==> src/rtl/yd_pkg.sv <==
// Shared definitions for the YD load/store unit.
//   - Register-file address constants (ZE, DK, R0, PC)
//   - LSU state encoding
//   - Latched memory-op record
//   - op_legal(): screens out ops the LSU refuses to start
package yd_pkg;

    localparam logic [3:0] ZEA = 4'd0;   // zero register, writes discarded
    localparam logic [3:0] DKA = 4'd1;
    localparam logic [3:0] R0A = 4'd2;
    localparam logic [3:0] PCA = 4'd15;

    typedef enum logic [1:0] {
        IDLE = 2'd0,
        BUSY = 2'd1,
        WB   = 2'd2
    } lsu_state_e;

    typedef struct packed {
        logic        ld;
        logic [3:0]  rd;
        logic [15:0] addr;
        logic [15:0] wdata;
    } lsu_op_t;

    // A load into PC would redirect fetch behind the sequencer's back, so it
    // is refused before any bus traffic.
    function automatic logic op_legal(input logic ld, input logic [3:0] rd);
        return !(ld && (rd == PCA));
    endfunction

endpackage

==> src/rtl/yd_lsu_timer.sv <==
// Bus wait-state timer for the LSU.
//   clk, rst : clock, synchronous active-high reset
//   clr      : zero the counter (pulsed when an op enters BUSY)
//   en       : count this cycle (BUSY without ack)
//   expired  : this counting cycle brings the count to TO_CYC
module yd_lsu_timer #(
    parameter logic [7:0] TO_CYC = 8'd255
) (
    input  logic clk,
    input  logic rst,
    input  logic clr,
    input  logic en,
    output logic expired
);

    logic [7:0] cnt;
    logic [7:0] cnt_inc;

    assign cnt_inc = cnt + 8'd1;

    // Combinational so the FSM leaves BUSY on the very cycle the limit is
    // reached: exactly TO_CYC request cycles are issued before giving up.
    assign expired = en && (cnt_inc == TO_CYC);

    always_ff @(posedge clk) begin
        if (rst || clr) begin
            cnt <= 8'd0;
        end else if (en) begin
            cnt <= cnt_inc;
        end
    end

endmodule

==> src/rtl/yd_lsu.sv <==
// YD load/store unit: accepts one memory op from the decoder, runs it on the
// data bus, and writes load data back through register-file port 1.
//   clk, rst                       : clock, synchronous active-high reset
//   op_vld/op_ld/op_rd/addr/st_data: op request from decoder / register file
//   dsv                            : bus access in progress (holds PC increment)
//   wb_we/wb_addr/wb_data          : register-file write port 1
//   bus_req/bus_we/bus_addr/bus_wdata, bus_ack/bus_rdata : data bus
//   err_clr, err                   : sticky error (rejected op or bus timeout)
module yd_lsu
    import yd_pkg::*;
#(
    parameter logic [7:0] TO_CYC = 8'd255
) (
    input  logic        clk,
    input  logic        rst,
    input  logic        op_vld,
    input  logic        op_ld,
    input  logic [3:0]  op_rd,
    input  logic [15:0] addr,
    input  logic [15:0] st_data,
    output logic        dsv,
    output logic        wb_we,
    output logic [3:0]  wb_addr,
    output logic [15:0] wb_data,
    output logic        bus_req,
    output logic        bus_we,
    output logic [15:0] bus_addr,
    output logic [15:0] bus_wdata,
    input  logic        bus_ack,
    input  logic [15:0] bus_rdata,
    input  logic        err_clr,
    output logic        err
);

    lsu_state_e  state, state_nxt;
    lsu_op_t     op_q;
    logic [15:0] rdata_q;
    logic        accept, reject, timeout;
    logic        busy_wait, expired;

    // ---------------- next state ----------------
    always_comb begin
        state_nxt = state;
        accept    = 1'b0;
        reject    = 1'b0;
        timeout   = 1'b0;
        case (state)
            IDLE: begin
                if (op_vld) begin
                    if (op_legal(op_ld, op_rd)) begin
                        accept    = 1'b1;
                        state_nxt = BUSY;
                    end else begin
                        reject    = 1'b1;
                    end
                end
            end
            BUSY: begin
                // ack beats a same-cycle expiry: the transfer did complete
                if (bus_ack) begin
                    state_nxt = op_q.ld ? WB : IDLE;
                end else if (expired) begin
                    timeout   = 1'b1;
                    state_nxt = IDLE;
                end
            end
            WB:      state_nxt = IDLE;
            default: state_nxt = IDLE;
        endcase
    end

    assign busy_wait = (state == BUSY) && !bus_ack;

    yd_lsu_timer #(.TO_CYC(TO_CYC)) u_timer (
        .clk     (clk),
        .rst     (rst),
        .clr     (accept),
        .en      (busy_wait),
        .expired (expired)
    );

    // ---------------- state and latched fields ----------------
    always_ff @(posedge clk) begin
        if (rst) begin
            state   <= IDLE;
            op_q    <= '0;
            rdata_q <= 16'h0;
            err     <= 1'b0;
        end else begin
            state <= state_nxt;
            if (accept) begin
                op_q.ld    <= op_ld;
                op_q.rd    <= op_rd;
                op_q.addr  <= addr;
                op_q.wdata <= op_ld ? 16'h0 : st_data;  // loads drive zero wdata
            end
            if ((state == BUSY) && bus_ack && op_q.ld) begin
                rdata_q <= bus_rdata;
            end
            // set wins over a simultaneous clear
            if (reject || timeout) begin
                err <= 1'b1;
            end else if (err_clr) begin
                err <= 1'b0;
            end
        end
    end

    // ---------------- outputs ----------------
    // Everything is qualified with !rst so a reset cycle never shows an
    // access, even when it lands in the middle of one.
    assign dsv       = !rst && (((state == IDLE) && op_vld) || (state == BUSY));
    assign bus_req   = !rst && (state == BUSY);
    assign bus_we    = bus_req && !op_q.ld;
    assign bus_addr  = bus_req ? op_q.addr  : 16'h0;
    assign bus_wdata = bus_req ? op_q.wdata : 16'h0;

    assign wb_we     = !rst && (state == WB);
    assign wb_addr   = wb_we ? op_q.rd : 4'h0;
    assign wb_data   = wb_we ? rdata_q : 16'h0;

endmodule
==> config.mk <==
export PLATFORM = sky130hd
export DESIGN_NAME = yd_lsu
export DESIGN_NICKNAME = d
export VERILOG_FILES = /design/src/rtl/yd_pkg.sv /design/src/rtl/yd_lsu_timer.sv /design/src/rtl/yd_lsu.sv
export SDC_FILE = /design/constraint.sdc
export NUM_CORES = 1
export LEC_CHECK = 0
export CAP_MARGIN = 20
export CORE_MARGIN = 3
export CORE_UTILIZATION = 43
export DETAILED_ROUTE_END_ITERATION = 10
export MAX_ROUTING_LAYER = met4
export PLACE_DENSITY = 0.79
export SLEW_MARGIN = 0
export SYNTH_ARGS = -nofsm -noshare
export SYNTH_HDL_FRONTEND = slang
export SYNTH_SLANG_ARGS = --single-unit
==> constraint.sdc <==
create_clock -name clk -period 2.4 [get_ports clk]
set_input_delay 0.48 -clock clk [delete_from_list [all_inputs] [get_ports clk]]
set_output_delay 0.48 -clock clk [all_outputs]
set_load 0.01 [all_outputs]
---- Word-level counts from Yosys, hierarchy flattened ----
Cells that the tools add are included.
storage, ports and cells
  bits in registers ....................... 64
  bits of input ports ..................... 58
  word-level logic and storage cells ...... 57
cells by class
  add/subtract/negate cells ............... 1
  equality and inequality tests ........... 7
  mux-type cells .......................... 22
  reductions and logical operators ........ 19
operators by type and width
  cell                                                             number
  16-bit 2-to-1 mux                                                4
  1-bit 2-to-1 mux                                                 11
  1-bit logical AND                                                10
  2-bit 2-to-1 mux                                                 5
  8-bit by 1-bit adder with 8-bit output, second input constant    1
  8-bit == test, second input constant                             1
  4-bit == test, second input constant                             1
  4-bit 2-to-1 mux                                                 1
  2-bit inequality test, second input constant                     2
  2-bit case mux with 2 select lines                               1
  1-bit zero test                                                  3
  1-bit logical OR                                                 3
  3-bit inequality test, second input constant                     1
  3-bit AND reduction                                              1
  2-bit by 1-bit == test with 1-bit output, second input constant  1
  2-bit == test, second input constant                             1
  2-bit zero test                                                  1
  2-bit nonzero test                                               1

---- Depth between registers and ports, before layout ----
  word-level depth ........................ 8
  mapped depth ............................ 7

---- Modules after synthesis ----
Synthesis repeated with hierarchy kept, for this count alone.
unflattened totals
  cells, all modules ...................... 349
  area total of the unflattened synthesis .. 2,919.0 um^2
modules (own cells, without submodules)
  module        instances  cells each  area an instance (um^2)  sequential area each (um^2)
  yd_lsu        1          301         2,508.7                  1,121.1
  yd_lsu_timer  1          48          410.4                    160.2

---- Worst setup path before layout ----
Ideal clock, no wire load.
  kind .................................... input-to-reg
  start ................................... in op_vld
  end ..................................... reg op_q[18] (netlist name)
  library setup time ...................... 0.128 ns
  data arrival time ....................... 1.654 ns
  path slack .............................. 0.619 ns
  cell stages on the path ................. 6
  cells stage by stage .................... or3b_1 > buf_2 > a31oi_4 > buf_6 > mux2i_1 > nor2_1
on the way
  cells in the longest elaborated chain, start to end .. 2
RTL lines
  item              RTL line      RTL
  from (decl)       yd_lsu.sv:16  input logic op_vld,
  1-bit 2-to-1 mux  yd_lsu.sv:49  if (op_vld) begin
  1-bit 2-to-1 mux  yd_lsu.sv:47  case (state)
  to (decl)         yd_lsu.sv:36  lsu_op_t op_q;
No other way between the ends.
A chain may end at the register's enable or synchronous reset.

---- Worst setup path after layout ----
  start ................................... in rst
  end ..................................... out wb_data[5]
on the way
  cells in the longest elaborated chain, start to end .. 3
RTL lines
  item               RTL line       RTL
  from (decl)        yd_lsu.sv:15   input logic rst,
  1-bit zero test    yd_lsu.sv:118  assign wb_we = !rst && (state == WB);
  1-bit logical AND  yd_lsu.sv:118
  16-bit 2-to-1 mux  yd_lsu.sv:120  assign wb_data = wb_we ? rdata_q : 16'h0;
  to (decl)          yd_lsu.sv:24   output logic [15:0] wb_data,
No other way between the ends.

==> results.toml <==
[run_status]
outcome = "finished clean"

[sta]
grt_setup_unrepaired = "true"
setup_viol = 0
period_share_pct = 98.4
skew_ps = 8.17
finalHoldViolCount = 0
maxSlewHeadroom_pct = 35.9
max_freq_ghz = 0.423
fin_tns_setup_ps = 0
slew_violations = 0
holdWs_ps = 450
min_period_ps = 2360
tightest_slew_ps = 956

[power]
p_per_area_nw_per_um2 = 569
leakagePower_nw = 1.93
vdd_drop_max_mv = 0.446
p_total_w = 0.00242

[detailed_routing]
dr.pass1.iters = 4
vias = 2526
drc = 0
drtAntennaViolNets = 0
wl_mm = 7.03
drt_iter0_drc = 89
wl_per_cell_um = 14.1
viasPerCell = 5.07

[logic_synthesis]
ys_ff_latch = 64
synthArstFlopShare_pct = 0
synthMuxAreaShare_pct = 6.56
yosysWarnings = 0
synth-edff-count = 0
synth_xor_area_share_pct = 2.55
synth.avg_cell_area_um2 = 9.10
synth_top_family_by_area = "simple AND/OR/NAND/NOR gates"
synthAdderAreaFrac_pct = 0.911
synth.distinct_cells = 34
syn_inst = 302
synthFlopType = "dfxtp_1"
synthesis.nets = 362
synth_area_um2 = 2750
synthSimpleGateAreaFrac_pct = 27.1
synth_compound_area_share_pct = 11.6
ys_seq_area_share_pct = 46.6

[finish]
fin_nets = 478
area.growth.synth_to_final_pct = 55.1
drive_above_1_share_pct = 9.46
n_antenna_cell = 0
fin_area_um2 = 4260
postLayoutCoreUtil_pct = 70.3
multi_input_area_um2 = 1360
ff_latch_area_um2 = 1280
fill_cells = 485

[setup_path]
path_cells = "dlygate4sd2_1, nor3b_4, buf_6, buf_6, and2_1, clkdlybuf4s50_1"
cp-end-kind = "output pin"
crit_path_start_kind = "input pin"
cp_max_fo = 5
rr_worst_depth = 4
r2r-start = "state[1]$_SDFFE_PP0P_"
worstPathArrival_ps = 1880
cp_slowest_cell = "clkdlybuf4s50_1"
cpPeakStageDelay_ps = 530
crit_type = "in2out"
cp.required_ps = 1920
r2r_end = "op_q[3]$_SDFFE_PP0P_"
reg2reg_slack_ps = 440
critical_path.most_common_cell = "buf_6"

[grt]
grt_pass1_wl_mm = 11.3
antenna_found_initial = 0
grt_use_total_pct = 19.8
grt-ovfl-total = 0
grt_pass1_vias = 2409
grt_max_degree = 40

[clocking]
cts_tree = "done"
h-tree-depth = 3
path_clk_slew_ps = 70
clockBufferDepth = 2
root_buffer = "clkbuf_8"
clk_latency_ps = 330
cts_made_buffers = 9
numClockSinks = 64

[run]
cap_violations = 0

[floorplanning]
io_pins = 115
die_y_um = 85.9
die_area_um2 = 7380
fp.dieW_um = 85.9
design.core.area_um2 = 6060
start_util_pct = 45.3
rows = 28

[placed_design]
io_buffers = 114
gp_congestion = 0.843
placed_area_um2 = 3990
hpwl_mm = 4.87

[min_path]
hold_start = "rdata_q[6]$_SDFFE_PP0P_"
hold_depth = 2
hp-class = "reg2reg"
hold_end = "rdata_q[6]$_SDFFE_PP0P_"
[where the power goes]
| part | internal, W | switching (W) | total [W] |
|---|---|---|---|
| Sequential | 0.00111 | 0.0000239 | 0.00113 |
| Combinational | 0.000174 | 0.000122 | 0.000297 |
| Clock | 0.000613 | 0.000384 | 0.000998 |
[per-layer routing]
metal | track usage [%] | share of wire, % | up-vias
li1 | - | - | 1270
met1 | 25.7 | 47 | 1165
met2 | 29.2 | 45 | 85
met3 | 5.67 | 7.5 | 6
met4 | 6.91 | 0.63 | 0
met5 | - | 0 | -
[worst max path at each step]
stage / startpoint / endpoint / slack [ps] / cells past startpoint
2_1_floorplan: op_vld / op_q[18]$_SDFFE_PP0P_ / 620 / 6
3_3_place_gp: rst / wb_addr[1] / -190 / 5
3_5_place_dp: rst / wb_addr[2] / -200 / 5
4_1_cts: rst / wb_addr[2] / -40 / 5
5_1_grt: rst / bus_we / -30 / 5
6_report: rst / wb_data[5] / 40 / 6
[worst max-delay path, delay by kind of cell]
| family | cells | cell delay [ps] |
|---|---|---|
| buf+inv | 4 | 1090 |
| simple gates | 2 | 320 |
[what timing repair did]
item                       CTS  global route
hold buffers                 0             0
pin swaps                    1             1
setup endpoints to repair   56            47
resized for setup           14            14
gates cloned                 1             1
buffers inserted             0             1
[Yosys cell counts (all sizes together), types with 3 or more instances]
cell | count | share of area, %
a22o | 17 | 5.4
buf | 7 | 2.0
dfxtp | 64 | 47
nor2 | 28 | 4.1
and3 | 35 | 8.0
inv | 3 | 0.41
o221a | 3 | 1.2
nand3 | 5 | 0.91
xor2 | 6 | 1.9
nand2 | 37 | 5.1
clkbuf | 17 | 2.3
mux2i | 18 | 6.6
a21oi | 16 | 2.9
and2 | 23 | 5.2
[cell families (layout without fill, tap and decap cells)]
group / count (synthesis) / after routing
flops: 64 / 64
buf+inv: 27 / 148
xor+xnor: 8 / 8
fa+ha+maj: 2 / 2
simple gates: 141 / 141
compound gates: 42 / 42
mux: 18 / 18
[sequential cells by signal (all words and copies together), names as in the netlist]
signal	count
rdata_q	16
op_q	37
err	1
u_timer.cnt	8
state	2
[layout by cell type (no fill, tap or decap), drive strengths merged, types with 15 or more instances in the layout]
master / count
a21oi: 16
a22o: 17
and2: 23
and3: 35
buf: 15
clkdlybuf4s50: 97
dfxtp: 64
mux2i: 18
nand2: 37
nor2: 28
[stage by stage]
step | cells | setup slack, ps
finish | 498 | 37.6
detailed placement | 479 | -198
floorplan | 302 | 619
CTS | 496 | -42.2
global placement | 479 | -187
global route | 498 | -28.8
[area by class of cell]
cell class,instances,area share (%)
tap,75,2.20
clock inverter,3,1.53
sequential,64,30.1
timing repair buffer,129,30.6
inverter,3,0.264
clock buffer,13,3.49
multi-input combinational,211,31.8
Note: power is estimated with default switching activity, not from simulation.
